`src/rtl/cpu_pkg.sv`:
```
// Shared CPU-side constants for the dual-core fetch path: default widths,
// the NOP encoding returned on bad fetches, and the core-id values.
package cpu_pkg;
    localparam int unsigned AW_DEF = 32;
    localparam int unsigned DW_DEF = 32;
    localparam logic [31:0] NOP    = 32'b0;
    localparam logic        CORE0  = 1'b0;
    localparam logic        CORE1  = 1'b1;
endpackage

```
`src/rtl/rr_arbiter2.sv`:
```
// Two-way round-robin arbiter: on a tie the port that did not win last time
// is granted; grant_o is one-hot or zero.
module rr_arbiter2
    import cpu_pkg::*;
(
    input  logic [1:0] elig_i,
    input  logic       last_grant_i,
    output logic [1:0] grant_o
);

    always_comb begin
        grant_o = 2'b00;
        if (elig_i[0] && (!elig_i[1] || last_grant_i == CORE1)) begin
            grant_o[0] = 1'b1;
        end else if (elig_i[1]) begin
            grant_o[1] = 1'b1;
        end
    end

endmodule

```
`src/rtl/imem_fetch_arbiter.sv`:
```
// Shares one combinational-read instruction memory between two cores' fetch
// stages; one grant per cycle, registered response with a one-cycle valid pulse.
module imem_fetch_arbiter
    import cpu_pkg::*;
#(
    parameter int unsigned DEPTH = 32,
    parameter int unsigned AW    = AW_DEF,
    parameter int unsigned DW    = DW_DEF
) (
    input  logic          clk_i,
    input  logic          rst_i,
    input  logic          c0_req_i,
    input  logic [AW-1:0] c0_addr_i,
    output logic [DW-1:0] c0_instr_o,
    output logic          c0_valid_o,
    output logic          c0_err_o,
    output logic          c0_stall_o,
    input  logic          c1_req_i,
    input  logic [AW-1:0] c1_addr_i,
    output logic [DW-1:0] c1_instr_o,
    output logic          c1_valid_o,
    output logic          c1_err_o,
    output logic          c1_stall_o,
    output logic [AW-1:0] mem_addr_o,
    input  logic [DW-1:0] mem_instr_i
);

    // Full-width limit so high address bits are never ignored by the range check.
    localparam logic [AW-1:0] LIMIT = AW'(DEPTH * 4);

    logic [1:0]    req_w;
    logic [AW-1:0] addr_w [2];
    logic [1:0]    elig_w;
    logic [1:0]    grant_w;
    logic [1:0]    pending_w;
    logic [DW-1:0] instr_w [2];
    logic [1:0]    err_w;
    logic          last_grant_q;
    logic          last_grant_d;

    assign req_w     = {c1_req_i, c0_req_i};
    assign addr_w[0] = c0_addr_i;
    assign addr_w[1] = c1_addr_i;

    // A port answered this cycle is skipped so it cannot win two cycles in a row.
    assign elig_w = rst_i ? 2'b00 : (req_w & ~pending_w);

    rr_arbiter2 u_arb (
        .elig_i       (elig_w),
        .last_grant_i (last_grant_q),
        .grant_o      (grant_w)
    );

    always_comb begin
        mem_addr_o   = '0;
        last_grant_d = last_grant_q;
        if (grant_w[0]) begin
            mem_addr_o   = c0_addr_i;
            last_grant_d = CORE0;
        end else if (grant_w[1]) begin
            mem_addr_o   = c1_addr_i;
            last_grant_d = CORE1;
        end
    end

    always_ff @(posedge clk_i or posedge rst_i) begin
        if (rst_i) begin
            last_grant_q <= CORE1;
        end else begin
            last_grant_q <= last_grant_d;
        end
    end

    for (genvar p = 0; p < 2; p++) begin : g_port
        logic          pending_q;
        logic [DW-1:0] instr_q;
        logic          err_q;
        logic          err_d;

        assign err_d = (addr_w[p][1:0] != 2'b00) || (addr_w[p] >= LIMIT);

        always_ff @(posedge clk_i or posedge rst_i) begin
            if (rst_i) begin
                pending_q <= 1'b0;
                instr_q   <= '0;
                err_q     <= 1'b0;
            end else begin
                pending_q <= grant_w[p];
                if (grant_w[p]) begin
                    err_q   <= err_d;
                    instr_q <= err_d ? DW'(NOP) : mem_instr_i;
                end
            end
        end

        assign pending_w[p] = pending_q;
        assign instr_w[p]   = instr_q;
        assign err_w[p]     = err_q;
    end

    assign c0_valid_o = pending_w[0];
    assign c0_instr_o = instr_w[0];
    assign c0_err_o   = err_w[0];
    assign c0_stall_o = c0_req_i & ~pending_w[0];
    assign c1_valid_o = pending_w[1];
    assign c1_instr_o = instr_w[1];
    assign c1_err_o   = err_w[1];
    assign c1_stall_o = c1_req_i & ~pending_w[1];

endmodule

```
`config.mk`:
```
export PLATFORM = sky130hd
export DESIGN_NAME = imem_fetch_arbiter
export DESIGN_NICKNAME = d
export VERILOG_FILES = /design/src/rtl/cpu_pkg.sv /design/src/rtl/rr_arbiter2.sv /design/src/rtl/imem_fetch_arbiter.sv
export SDC_FILE = /design/constraint.sdc
export NUM_CORES = 1
export LEC_CHECK = 0
export BUFFER_PORTS_ARGS = -buffer_cell sky130_fd_sc_hd__buf_2
export CAP_MARGIN = 40
export CORE_MARGIN = 1
export CORE_UTILIZATION = 41
export CTS_BUF_LIST = sky130_fd_sc_hd__clkbuf_4
export DETAILED_ROUTE_END_ITERATION = 7
export PLACE_DENSITY = 0.79
export SKIP_CTS_REPAIR_TIMING = 1
export SYNTH_ARGS = -nofsm -noshare
export SYNTH_HDL_FRONTEND = slang
export SYNTH_SLANG_ARGS = --single-unit
```
`constraint.sdc`:
```
create_clock -name clk_i -period 1.85 [get_ports clk_i]
set_input_delay 0.2775 -clock clk_i [delete_from_list [all_inputs] [get_ports clk_i]]
set_output_delay 0.2775 -clock clk_i [all_outputs]
set_load 0.02 [all_outputs]
```
# After elaboration in Yosys (flattened, before gate mapping)
# Cells that the tools add are included.
dict set report classes {
  muxes 10
  reduce_logical 8
  order_cmp 2
  n_bitwise 6
}
# operator n
set op_table {}
lappend op_table {{32-bit 2-to-1 mux} 4}
lappend op_table {{32-bit by 8-bit greater-or-equal comparator with 1-bit output (second input constant)} 2}
lappend op_table {{2-bit nonzero test} 3}
lappend op_table {{1-bit 2-to-1 mux} 5}
lappend op_table {{1-bit logical OR} 3}
lappend op_table {{1-bit AND} 2}
lappend op_table {{2-bit AND} 1}
lappend op_table {{2-bit 2-to-1 mux} 1}
lappend op_table {{1-bit inverter} 2}
lappend op_table {{2-bit inverter} 1}
lappend op_table {{1-bit logical AND} 1}
lappend op_table {{1-bit logical NOT} 1}
dict set report totals {
  wordCells 33
  regBits 69
  in_bits 100
}

# Longest topological paths before layout
# Gate-level depths: netlist of the first run.
dict set report depth {
  depth_word 9
  ltp_mapped 7
}

# Modules after synthesis
# Synthesis of the first run repeated with hierarchy kept, for this count alone.
dict set report hier_totals {
  hier_cells 298
  area_unflattened_um2 3584.7
}
# module seq_area_each_um2 area_each_um2 n_inst cells_per_inst
set modules_own_cells {}
lappend modules_own_cells {imem_fetch_arbiter 1727.9 3565.9 1 295}
lappend modules_own_cells {rr_arbiter2 0.0 18.8 1 3}

# Least setup slack after synthesis of the first run
# OpenSTA, ideal clock, no wires.
dict set report synth_path {
  path_kind {reg2out}
  startpoint {register g_port[1].pending_q, in the netlist c1_valid_o}
  endpoint {output mem_addr_o[22]}
  path_stages_with_launch 7
  setup_slack_ns 0.155
  arrival_ns 1.417
  required_ns 1.572
  path_cell_list {dfrtp_1 -> nand2b_4 -> o21ai_2 -> buf_2 -> buf_2 -> nand3_1 -> nand2_1}
}
dict set report synth_between {
  elab_chain_cells 9
}
# element line_no
set synth_rtl {}
lappend synth_rtl {{from (decl)} imem_fetch_arbiter.sv:75} ;# logic pending_q;
lappend synth_rtl {{from (signal assigned)} imem_fetch_arbiter.sv:88} ;# pending_q <= grant_w[p];
lappend synth_rtl {{2-bit inverter (*)} imem_fetch_arbiter.sv:46} ;# assign elig_w = rst_i ? 2'b00 : (req_w & ~pending_w);
lappend synth_rtl {{2-bit AND (*)} imem_fetch_arbiter.sv:46}
lappend synth_rtl {{2-bit 2-to-1 mux (*)} imem_fetch_arbiter.sv:46}
lappend synth_rtl {{1-bit logical NOT} rr_arbiter2.sv:13} ;# if (elig_i[0] && (!elig_i[1] || last_grant_i == CORE1)) begin
lappend synth_rtl {{1-bit logical OR} rr_arbiter2.sv:13}
lappend synth_rtl {{1-bit logical AND} rr_arbiter2.sv:13}
lappend synth_rtl {{1-bit 2-to-1 mux} rr_arbiter2.sv:13}
lappend synth_rtl {{32-bit 2-to-1 mux} imem_fetch_arbiter.sv:60} ;# end else if (grant_w[1]) begin
lappend synth_rtl {{32-bit 2-to-1 mux (*)} imem_fetch_arbiter.sv:57} ;# if (grant_w[0]) begin
lappend synth_rtl {{to (decl)} imem_fetch_arbiter.sv:24} ;# output logic [AW-1:0] mem_addr_o,
# Every way passes the cells marked *; elsewhere a longest branch is shown, timed or not.

# Worst setup path in the final report of the first run
dict set report layout_path {
  startpoint {register g_port[0].pending_q, in the netlist c0_valid_o}
  endpoint {output mem_addr_o[16]}
}
dict set report layout_between {
  elab_chain_cells 7
}
# element line_no
set layout_rtl {}
lappend layout_rtl {{from (decl)} imem_fetch_arbiter.sv:75}
lappend layout_rtl {{from (signal assigned)} imem_fetch_arbiter.sv:88}
lappend layout_rtl {{2-bit inverter (*)} imem_fetch_arbiter.sv:46}
lappend layout_rtl {{2-bit AND (*)} imem_fetch_arbiter.sv:46}
lappend layout_rtl {{2-bit 2-to-1 mux (*)} imem_fetch_arbiter.sv:46}
lappend layout_rtl {{1-bit logical AND (*)} rr_arbiter2.sv:13}
lappend layout_rtl {{1-bit 2-to-1 mux} rr_arbiter2.sv:13}
lappend layout_rtl {{32-bit 2-to-1 mux} imem_fetch_arbiter.sv:60}
lappend layout_rtl {{32-bit 2-to-1 mux (*)} imem_fetch_arbiter.sv:57}
# Marks and branches as above.

==> results by group, run 1 <==
Die
  – Full die area: 0.009062 mm^2
  – Core ar.: 0.008299 mm^2
  – FP Rows: 33
  – Die X: 95.20 um
  – Io pins: 202
  – Initial Util: 42.91%
  – Die H: 95.20 um

Synth
  – Post-synth EDFFs: 0
  – Warnings from Yosys: 0
  – Seq/Total Area, Yosys: 48.52%
  – Top cells by area, synth: dfrtp_1, nand2_1, o2bb2ai_2
  – Synth top area share: 47.79%
  – Distinct cells, synth: 26
  – Largest area contributor in the netlist: dfrtp_1
  – Net Count, Synth: 486
  – Yosys reg bits: 69
  – Most frequent cell after synthesis: nand2_1
  – Post-synthesis cell count: 386
  – Ys flop type: dfrtp_1
  – Fraction of registers with async set or reset after synthesis: 100.0%
  – Mapped cell area: 0.003561 mm^2
  – Synthesized area per cell: 9.225 um^2
  – Synth top cells by count: nand2_1, dfrtp_1, nand3_1

Critical path
  – Crit end category: primary output
  – Critical Path AT: 1.79 ns
  – FF-to-FF setup slack: 0.21 ns
  – Worst Path Required: 1.57 ns
  – CP cell instances: nor3b_2 > o21ai_4 > inv_4 > clkbuf_16 > nand2_1 > nand2_1 > buf_6
  – RR Endpoint: c0_instr_o[28]
  – Crit start category: flop
  – Max stage delay on crit path: 0.42 ns
  – Crit path from: c0_valid_o
  – WS Path Type: flop to primary output
  – Worst Reg2Reg Path Length in Cells: 7
  – R2R Path Start: c0_valid_o
  – Max FO, Critical Path: 10
  – CP max-delay cell: dfrtp_1
  – Critical Path End: mem_addr_o[16]
  – Critical path's most frequent cell: nand2_1

Clock network
  – Clock transition at path regs: 0.13 ns
  – Longest Clk Path Bufs: 2
  – Number of buffers created by CTS: 9
  – Clk Latency, worst-skew pair: 0.41 ns
  – TritonCTS clock tree: built
  – H-tree lvl count: 3
  – CTS Root Buffer Type: clkbuf_4
  – Clock sinks: 69

STA
  – Slew headroom: 65.73%
  – Fmax: 484.0 MHz
  – Worst Setup Slack, final: -0.2161 ns
  – Fin. max-slew vios: 0
  – RSZ-0062 raised after global routing: yes
  – Final setup violation count: 32
  – Crit path time final: 2.066 ns
  – Final hold vios: 0
  – Final period utilization: 111.7%
  – Slew @ Worst Pin: 0.5141 ns
  – Clock Skew: 0.01809 ns

Finish
  – N_diodes: 0
  – Layout cell share with drive strength beyond 1: 50.08%
  – Fill count: 715
  – Nets: 692
  – FF/Latch Area: 0.001728 mm^2
  – Area growth from synthesis to layout: 45.15%
  – Post-layout instance count excluding filler cells: 702
  – Area of the multi-input gates: 0.001665 mm^2

Power and ir drop
  – PD cells: 619.1 mW/mm^2
  – VDD IR-drop max: 0.0003541 V
  – Leakage: 2.667 nW
  – Final Power: 3.200 mW

Route
  – Antenna violation net count after detailed routing: 0
  – Drt first-iter violations: 214
  – Per-cell routed wire length: 16.35 um
  – Initial DRT Pass Iterations: 5
  – Vias/cell: 5.199
  – Final WL: 11.48 mm
  – Drt drc: 0
  – Via count: 3,650

Outcome
  – Status: finished with violations
  – Failing checks: negative setup slack

Flow run
  – Max cap viols: 0

Placement
  – # placed instances: 678
  – Routability cong.: 0.8742
  – Port Buffer Count: 201
  – HPWL after DPL: 8.231 mm

Global routing
  – Aggregate global-route resource usage: 23.64%
  – First-pass GRT wire length: 16.21 mm
  – Number of global-route vias before repair: 3,221
  – Initial antenna violation count: 0
  – Grt total ovfl: 0
  – Largest net degree at the start of global routing: 65

Hold path
  – Hold Path Class: primary input to flop
[how the worst min path moves through the flow]
stage | start | endpoint | slack [ns] | cells after the start
after floorplan | mem_instr_i[12] | c0_instr_o[12] | 0.40 | 2
after global placement | rst_i | c1_valid_o | 0.42 | 3
after detailed placement | rst_i | c1_valid_o | 0.43 | 3
after CTS | rst_i | c1_valid_o | -0.03 | 3
after global routing | mem_instr_i[26] | c1_instr_o[26] | 0.06 | 3
final | mem_instr_i[24] | c0_instr_o[24] | 0.09 | 3
[layout by cell type, fill, tap and decap left out, types with 3 or more instances in the layout]
cell / count
dfrtp_1: 68
o2bb2ai_2: 30
nand2_2: 6
nand2_1: 155
nor4_1: 12
buf_2: 170
clkbuf_4: 9
nand3_1: 32
buf_4: 14
clkbuf_16: 3
o21ai_2: 12
buf_12: 4
buf_6: 32
o21ai_1: 18
[routing by layer]
metal	global-route usage [%]	up-vias	routed length (um)	share of wire, %
met1	31.46	1751	4684	41
met5	0	-	0	0
met4	8.207	0	211	1.8
li1	-	1722	-	-
met3	4.705	20	848	7.4
met2	38.27	157	5731	50
[state kept, by name (all words and copies together), names as in the netlist]
signal	cells
last_grant_q	1
c0_instr_o	32
c0_err_o	1
c1_instr_o	32
c1_valid_o	1
c1_err_o	1
c0_valid_o	1
[per-stage QoR]
stage	utilization, %	hold WS [ns]	worst slack [ns]	setup TNS (ns)	area, um^2
finish	62.28	0.08793	-0.2161	-5.449	5169
global route	62.28	0.06366	-0.3195	-8.995	5169
CTS	58.33	-0.03303	-0.2953	-8.473	4841
detailed placement	56.63	0.4255	0.04447	0	4700
global placement	56.63	0.4208	0.1132	0	4700
floorplan	-	0.4048	0.1554	0	3565
[critical path, delay by kind of cell, from the launching register on]
kind | cells | cell delay, ns
DFF | 1 | 0.42
AOI/OAI and AO/OA | 1 | 0.13
buffers and inverters | 3 | 0.43
and+or+nand+nor | 3 | 0.40
[power by group]
part / switching, mW / internal, mW
registers: 0.00631 / 1.52
clock network: 0.571 / 0.416
logic: 0.396 / 0.292
[cell type report]
class                           count  area share, %
Multi-Input combinational cell    284          32.22
Clock buffer                        9          1.307
Tap cell                          105          2.542
Clock inverter                      7          1.428
Inverter                            4         0.4115
Timing Repair Buffer              224          28.66
Sequential cell                    69          33.43
[cells by family (layout without fill, tap and decap cells)]
kind of cell,Yosys count,after routing,share of synthesized area [%]
AO/OA/AOI/OAI,65,65,19.15
multiplexers,2,2,0.6324
flip-flops,69,69,48.52
AND/OR/NAND/NOR,217,217,26.42
buffers and inverters,33,244,5.271
Power figures use the tool's default switching activity.
==> run 2: changes to the inputs <==
- BUFFER_PORTS_ARGS: -buffer_cell sky130_fd_sc_hd__buf_2 -> -buffer_cell sky130_fd_sc_hd__buf_4
- CORE_UTILIZATION: 41 -> 46
- PLACE_DENSITY: 0.79 -> 0.84
- TNS_END_PERCENT: unset -> 10
- clock period: 1.85 -> 2.3 ns (I/O delays scaled with it)
==> run 2 against run 1 <==
The flow now finishes without violations. Register-to-register slack gained 0.26 ns. Clock power down 22%. Clock skew is 0.0090 ns lower. Clock-buffer cell count stayed put. Worst setup slack improved by 0.36 ns. Critical path type unchanged.
==> results by group, run 2 (synthesis gave the netlist of run 1 again) <==
Outcome
  – Status: completed

STA
  – RSZ-0062 raised after global routing: no
  – Final period utilization: 93.77%
  – Slew headroom: 55.02% (-11 points)
  – Fmax: 463.6 MHz
  – Final setup violation count: 0 (-100%)
  – Worst hold margin: 0.05912 ns (-0.02881 ns)
  – Fin. max-slew vios: 0 (unchanged)
  – Crit path time final: 2.157 ns
  – Clock Skew: 0.009137 ns (-0.008950 ns)
  – Slew @ Worst Pin: 0.6738 ns (+0.1596 ns)
  – Final hold vios: 0 (unchanged)

Power and ir drop
  – VDD IR-drop max: 0.0003889 V (+9.8%)
  – Clock power share: 30.4% (-0.5 points)
  – Comb pwr share: 20.9% (-0.6 points)
  – Switch Pwr: 0.7430 mW (-24%)
  – Internal Pwr Total: 1.776 mW (-20%)
  – PD cells: 474.8 mW/mm^2 (-23%)
  – Leakage: 2.649 nW (-0.67%)
  – Sw Share: 29.49% (-0.94 points)
  – Register share of total power: 48.7% (+1.1 points)

Die
  – FP Rows: 31 (-6.1%)
  – Die H: 89.99 um (-5.5%)
  – Initial Util: 48.32% (+5.4 points)
  – Core ar.: 0.007370 mm^2 (-11%)
  – Io pins: 202 (unchanged)
  – Full die area: 0.008097 mm^2 (-11%)
  – Die X: 89.99 um (-5.5%)

Finish
  – Layout cell share with drive strength beyond 1: 48.55% (-1.5 points)
  – Area growth from synthesis to layout: 49.02%
  – Final core occ: 72.00% (+9.7 points)
  – N_diodes: 0 (unchanged)
  – Post-layout instance count excluding filler cells: 686 (-2.3%)
  – Nets: 683 (-1.3%)
  – Commonest cells after routing, fill and taps aside: buf_4, nand2_1, dfrtp_1
  – Most common cell after layout, fill and taps aside: buf_4

Placement
  – Routability cong.: 0.9114 (+4.3%)
  – HPWL after DPL: 8.463 mm (+2.8%)
  – Port Buffer Count: 201 (unchanged)
  – # placed instances: 671 (-1.0%)

Route
  – Drt drc: 0 (unchanged)
  – Antenna violation net count after detailed routing: 0 (unchanged)
  – Final WL: 11.18 mm (-2.6%)
  – Drt first-iter violations: 171 (-20%)
  – Per-cell routed wire length: 16.30 um (-0.31%)
  – Via count: 3,559 (-2.5%)
  – Initial DRT Pass Iterations: 4 (-1)
  – Vias/cell: 5.188 (-0.22%)

Critical path
  – Worst Path Required: 1.96 ns (+0.39 ns)
  – FF-to-FF setup slack: 0.47 ns (+0.26 ns)
  – RR Endpoint: c1_err_o
  – R2R Path Start: c1_valid_o
  – Crit end category: primary output
  – Critical Path AT: 1.81 ns (+0.02 ns)
  – Max FO, Critical Path: 52 (+42)
  – Worst Reg2Reg Path Length in Cells: 5 (-2)
  – Crit start category: flop
  – WS Path Type: flop to primary output

Global routing
  – Largest net degree at the start of global routing: 53 (-18%)
  – Number of global-route vias before repair: 3,631 (+13%)
  – Initial antenna violation count: 0 (unchanged)
  – First-pass GRT wire length: 18.04 mm (+11%)
  – Aggregate global-route resource usage: 28.15% (+4.5 points)
  – Grt total ovfl: 0 (unchanged)

Clock network
  – Clk Latency, worst-skew pair: 0.40 ns (about the same)
  – CTS Root Buffer Type: clkbuf_4
  – Clock transition at path regs: 0.12 ns (about the same)
  – Longest Clk Path Bufs: 2 (unchanged)
  – Number of buffers created by CTS: 9 (unchanged)
  – H-tree lvl count: 3 (unchanged)
  – Clock sinks: 69 (unchanged)
  – TritonCTS clock tree: built

Flow run
  – Max cap viols: 0 (unchanged)

Hold path
  – Hold Path Class: primary input to asynchronous set/reset pin
run 2: changes by cell type in the layout (fill, tap and decap cells not counted):
cell,change
buf_4,+197
buf_6,-31
buf_2,-170
dlygate4sd3_1,-1
buf_12,-1
nand2_2,-5
inv_2,+2
nand2_1,+5
clkbuf_16,-3
clkinv_4,-2
inv_4,-1
run 2: metal layers:
metal	up-vias	GRT usage (%)	routed length, um
met5	-	0	0
met2	142	47.50	5630
li1	1705	-	-
met1	1684	34.97	4509
met4	0	11.42	334
met3	28	6.430	706
run 2: how the worst max path moves through the flow:
stage          startpoint        endpoint  slack (ns)  depth (start not counted)
6_report       c1_valid_o  mem_addr_o[10]        0.14                          6
5_1_grt        c0_valid_o   mem_addr_o[6]        0.02                          7
4_1_cts        c1_valid_o  mem_addr_o[10]       -0.11                          6
3_5_place_dp   c1_valid_o  mem_addr_o[10]        0.34                          6
3_3_place_gp     c0_req_i  mem_addr_o[28]        0.43                          7
2_1_floorplan       rst_i        c0_err_o        0.22                          1
run 2: power by group through the flow:
| stage | registers (mW) | clock network [mW] | logic, mW |
|---|---|---|---|
| 3_3_place_gp | 1.25 | 0 | 0.510 |
| 3_5_place_dp | 1.25 | 0 | 0.521 |
| 6_report | 1.23 | 0.766 | 0.526 |
| 4_1_cts | 1.23 | 0.780 | 0.522 |
| 2_1_floorplan | 1.25 | 0 | 0.238 |
| 5_1_grt | 1.23 | 0.837 | 0.569 |
run 2: layout make-up:
cell class              instances  area, um^2
repair buffers                215        1655
flip-flops and latches         69        1728
inverters                       4       15.01
fillers                       608        2063
clock inverters                 6       63.81
clock buffers                   9       67.56
multi-input cells             284        1653
well taps                      99       123.9
run 2: worst max-delay path, stage by stage (launching register included):
cell      delay, ns
dfrtp_1        0.40
nand2b_4       0.16
o21ai_4        0.22
buf_12         0.28
nand3_1        0.12
nand2_1        0.09
buf_4          0.14
run 2: through the flow:
stage          setup slack (ns)  power [mW]  TNS [ns]  cell area (um^2)
2_1_floorplan            0.2168       1.489         0              3561
3_3_place_gp             0.4306       1.760         0              5159
3_5_place_dp             0.3379       1.771         0              5159
4_1_cts                 -0.1115       2.529    -2.047              5290
5_1_grt                 0.02489       2.633         0              5306
6_report                 0.1432       2.519         0              5306
==> run 3: changes to the inputs <==
- SYNTH_HIERARCHICAL: unset -> 1
==> run 3 against run 2 <==
The run now ends with negative hold slack, negative setup slack left. Critical path depth up 1. Design area up 7.5%. Die area up 0.65%. Power up 2.6%. Area after synthesis up 0.67%. Worst setup slack worse by 0.25 ns. Global-route usage up 1.7 points. Combinational power up 13%. Critical path type unchanged. Critical endpoint is now mem_addr_o[12].
==> results by group, run 3 <==
Synth
  – Synthesized area per cell: 12.03 um^2 (+30%)
  – Fraction of registers with async set or reset after synthesis: 100.0% (unchanged)
  – Simple-gate portion of the synthesized area: 16.86% (-9.6 points)
  – Ys flop type: dfrtp_1
  – Largest family of logic cells by synthesized area: compound AO/OA/AOI/OAI gates
  – Mapped cell area: 0.003585 mm^2 (+0.67%)
  – Synth top cells by count: dfrtp_1, a41o_1, nor2b_1
  – Most frequent cell after synthesis: dfrtp_1
  – Top cells by area, synth: dfrtp_1, a41o_1, nor2b_1
  – Post-synthesis cell count: 298 (-23%)
  – Warnings from Yosys: 6 (+6)
  – Post-synthesis compound-gate area fraction: 26.49% (+7.3 points)
  – Post-Synth Adder-Cell Area: 0% (unchanged)
  – Seq/Total Area, Yosys: 48.20% (-0.32 points)
  – Post-synth EDFFs: 0 (unchanged)
  – Yosys reg bits: 69 (unchanged)
  – Synth top area share: 47.47% (-0.32 points)
  – Synth Area in XOR/XNOR: 0% (unchanged)
  – Distinct cells, synth: 22 (-15%)
  – Largest area contributor in the netlist: dfrtp_1
  – Net Count, Synth: 398 (-18%)
  – Post-synthesis mux area share: 0% (-0.63 points)

Critical path
  – Critical Path AT: 2.07 ns (+0.26 ns)
  – RR Endpoint: c0_instr_o[27]
  – Max FO, Critical Path: 8 (-85%)
  – Crit start category: flop
  – Worst Path Required: 1.96 ns (about the same)
  – Max stage delay on crit path: 0.40 ns (about the same)
  – FF-to-FF setup slack: 0.28 ns (-0.19 ns)
  – WS Path Type: flop to primary output
  – CP cell instances: nor2b_2 > and2_4 > a21boi_4 > nor2b_4 > buf_6 > a22o_4 > buf_4
  – R2R Path Start: c0_valid_o
  – CP max-delay cell: dfrtp_1
  – Worst Reg2Reg Path Length in Cells: 7 (+2)
  – Crit end category: primary output

STA
  – Fin Setup TNS: -3.001 ns (-3.001 ns)
  – Worst Setup Slack, final: -0.1104 ns (-0.2536 ns)
  – Worst hold margin: -0.1807 ns (-0.2398 ns)
  – Fmax: 414.9 MHz (-11%)
  – Crit path time final: 2.410 ns (+0.2536 ns)
  – Fin. max-slew vios: 0 (unchanged)
  – Slew headroom: 44.24% (-11 points)
  – RSZ-0062 raised after global routing: yes
  – Final period utilization: 104.8% (+11 points)
  – Final setup violation count: 32 (+32)
  – Final hold vios: 2 (+2)
  – Slew @ Worst Pin: 0.8364 ns (+0.1626 ns)
  – Clock Skew: 0.01905 ns (+0.009910 ns)

Placement
  – HPWL after DPL: 8.622 mm (+1.9%)
  – Port Buffer Count: 201 (unchanged)
  – Worst slack, placed: 0.2409 ns (-0.09701 ns)
  – Routability cong.: 0.8189 (-10%)

Power and ir drop
  – Sw Share: 27.49% (-2.0 points)
  – Register share of total power: 47.4% (-1.3 points)
  – Switch Pwr: 0.7107 mW (-4.3%)
  – VDD IR-drop max: 0.0003594 V (-7.6%)
  – Final Power: 2.586 mW (+2.6%)
  – Internal Pwr Total: 1.875 mW (+5.6%)
  – Leakage: 3.496 nW (+32%)
  – Clock power share: 29.6% (-0.8 points)
  – PD cells: 453.2 mW/mm^2 (-4.5%)
  – Comb pwr share: 22.9% (+2.0 points)

Route
  – Via count: 3,487 (-2.0%)
  – Vias/cell: 5.851 (+13%)
  – Initial DRT Pass Iterations: 4 (unchanged)
  – Per-cell routed wire length: 21.24 um (+30%)
  – Antenna violation net count after detailed routing: 0 (unchanged)
  – Final WL: 12.66 mm (+13%)
  – Drt drc: 0 (unchanged)
  – Drt first-iter violations: 260 (+52%)

Finish
  – Nets: 592 (-13%)
  – Fill count: 513 (-16%)
  – Commonest cells after routing, fill and taps aside: buf_4, dfrtp_1, a41o_1
  – N_diodes: 0 (unchanged)
  – Area growth from synthesis to layout: 59.16%
  – Layout cell share with drive strength beyond 1: 55.73% (+7.2 points)
  – Most common cell after layout, fill and taps aside: buf_4
  – Final core occ: 77.01% (+5.0 points)

Global routing
  – Met3 Resource Use GR: 7.744% (+1.3 points)
  – Largest net degree at the start of global routing: 68 (+28%)
  – GR Util met2: 47.33% (-0.17 points)
  – Initial antenna violation count: 0 (unchanged)
  – Aggregate global-route resource usage: 29.88% (+1.7 points)
  – Most used routing layer: met2
  – Grt total ovfl: 0 (unchanged)
  – First-pass GRT wire length: 18.87 mm (+4.6%)
  – Met1 Track Usage GR: 40.91% (+5.9 points)
  – Number of global-route vias before repair: 3,405 (-6.2%)

Die
  – Core ar.: 0.007408 mm^2 (+0.53%)
  – FP Rows: 31 (unchanged)
  – Die H: 90.28 um (+0.32%)
  – Initial Util: 48.39% (+0.068 points)
  – Full die area: 0.008150 mm^2 (+0.65%)
  – Io pins: 202 (unchanged)
  – Die X: 90.28 um (+0.32%)

Clock network
  – Clock transition at path regs: 0.11 ns (about the same)
  – Longest Clk Path Bufs: 2 (unchanged)
  – TritonCTS clock tree: built
  – Clock sinks: 69 (unchanged)
  – CTS Root Buffer Type: clkbuf_4
  – Number of buffers created by CTS: 9 (unchanged)
  – H-tree lvl count: 3 (unchanged)
  – Clk Latency, worst-skew pair: 0.41 ns (about the same)

Outcome
  – Failing checks: negative hold slack, negative setup slack
  – Status: finished with violations

Hold path
  – Hold Path Class: primary input to asynchronous set/reset pin

Flow run
  – Max cap viols: 0 (unchanged)
-- run 3: power by group through the flow --
stage | sequential, mW | clock [mW] | combinational, mW
detailed placement | 1.25 | 0 | 0.540
floorplan | 1.25 | 0 | 0.263
CTS | 1.23 | 0.786 | 0.542
global route | 1.23 | 0.829 | 0.620
finish | 1.23 | 0.766 | 0.593
global placement | 1.25 | 0 | 0.531
-- run 3: layout make-up --
| cell class | count | area, um^2 | area share [%] |
|---|---|---|---|
| multi-input combinational | 191 | 1873 | 32.83 |
| timing repair buffer | 219 | 1836 | 32.17 |
| sequential | 69 | 1728 | 30.29 |
| tap | 99 | 123.9 | 2.171 |
| clock buffer | 11 | 82.58 | 1.447 |
| clock inverter | 5 | 51.30 | 0.8991 |
| inverter | 2 | 11.26 | 0.1974 |
-- run 3: worst max path at each step --
stage | from | end | slack, ns | depth (start not counted)
6_report | c1_valid_o | mem_addr_o[12] | -0.11 | 7
5_1_grt | c1_valid_o | mem_addr_o[25] | -0.21 | 7
3_3_place_gp | rst_i | c0_instr_o[18] | 0.30 | 8
3_5_place_dp | rst_i | c0_instr_o[21] | 0.24 | 8
2_1_floorplan | rst_i | mem_addr_o[10] | -0.68 | 7
4_1_cts | c1_valid_o | mem_addr_o[19] | -0.16 | 7
-- run 3: cell families after synthesis --
kind of cell | after synthesis
buf+inv | 38
simple gates | 91
flops | 69
compound gates | 100
-- run 3: critical path: cells and delay by family (launching register included) --
family                 cells  cell delay, ns
AND/OR/NAND/NOR            3            0.61
flip-flops                 1            0.40
buffers and inverters      2            0.34
AO/OA/AOI/OAI              2            0.31
-- run 3: per-layer routing --
| metal | vias to the layer above | wire [um] |
|---|---|---|
| met3 | 23 | 812 |
| li1 | 1562 | - |
| met1 | 1754 | 5319 |
| met4 | 0 | 257 |
| met5 | - | 0 |
| met2 | 148 | 6272 |
-- run 3: stage by stage --
step	instances	area, um^2
after floorplan	298	3946
after global placement	574	5393
after detailed placement	574	5393
after CTS	590	5527
after global routing	596	5705
final	596	5705
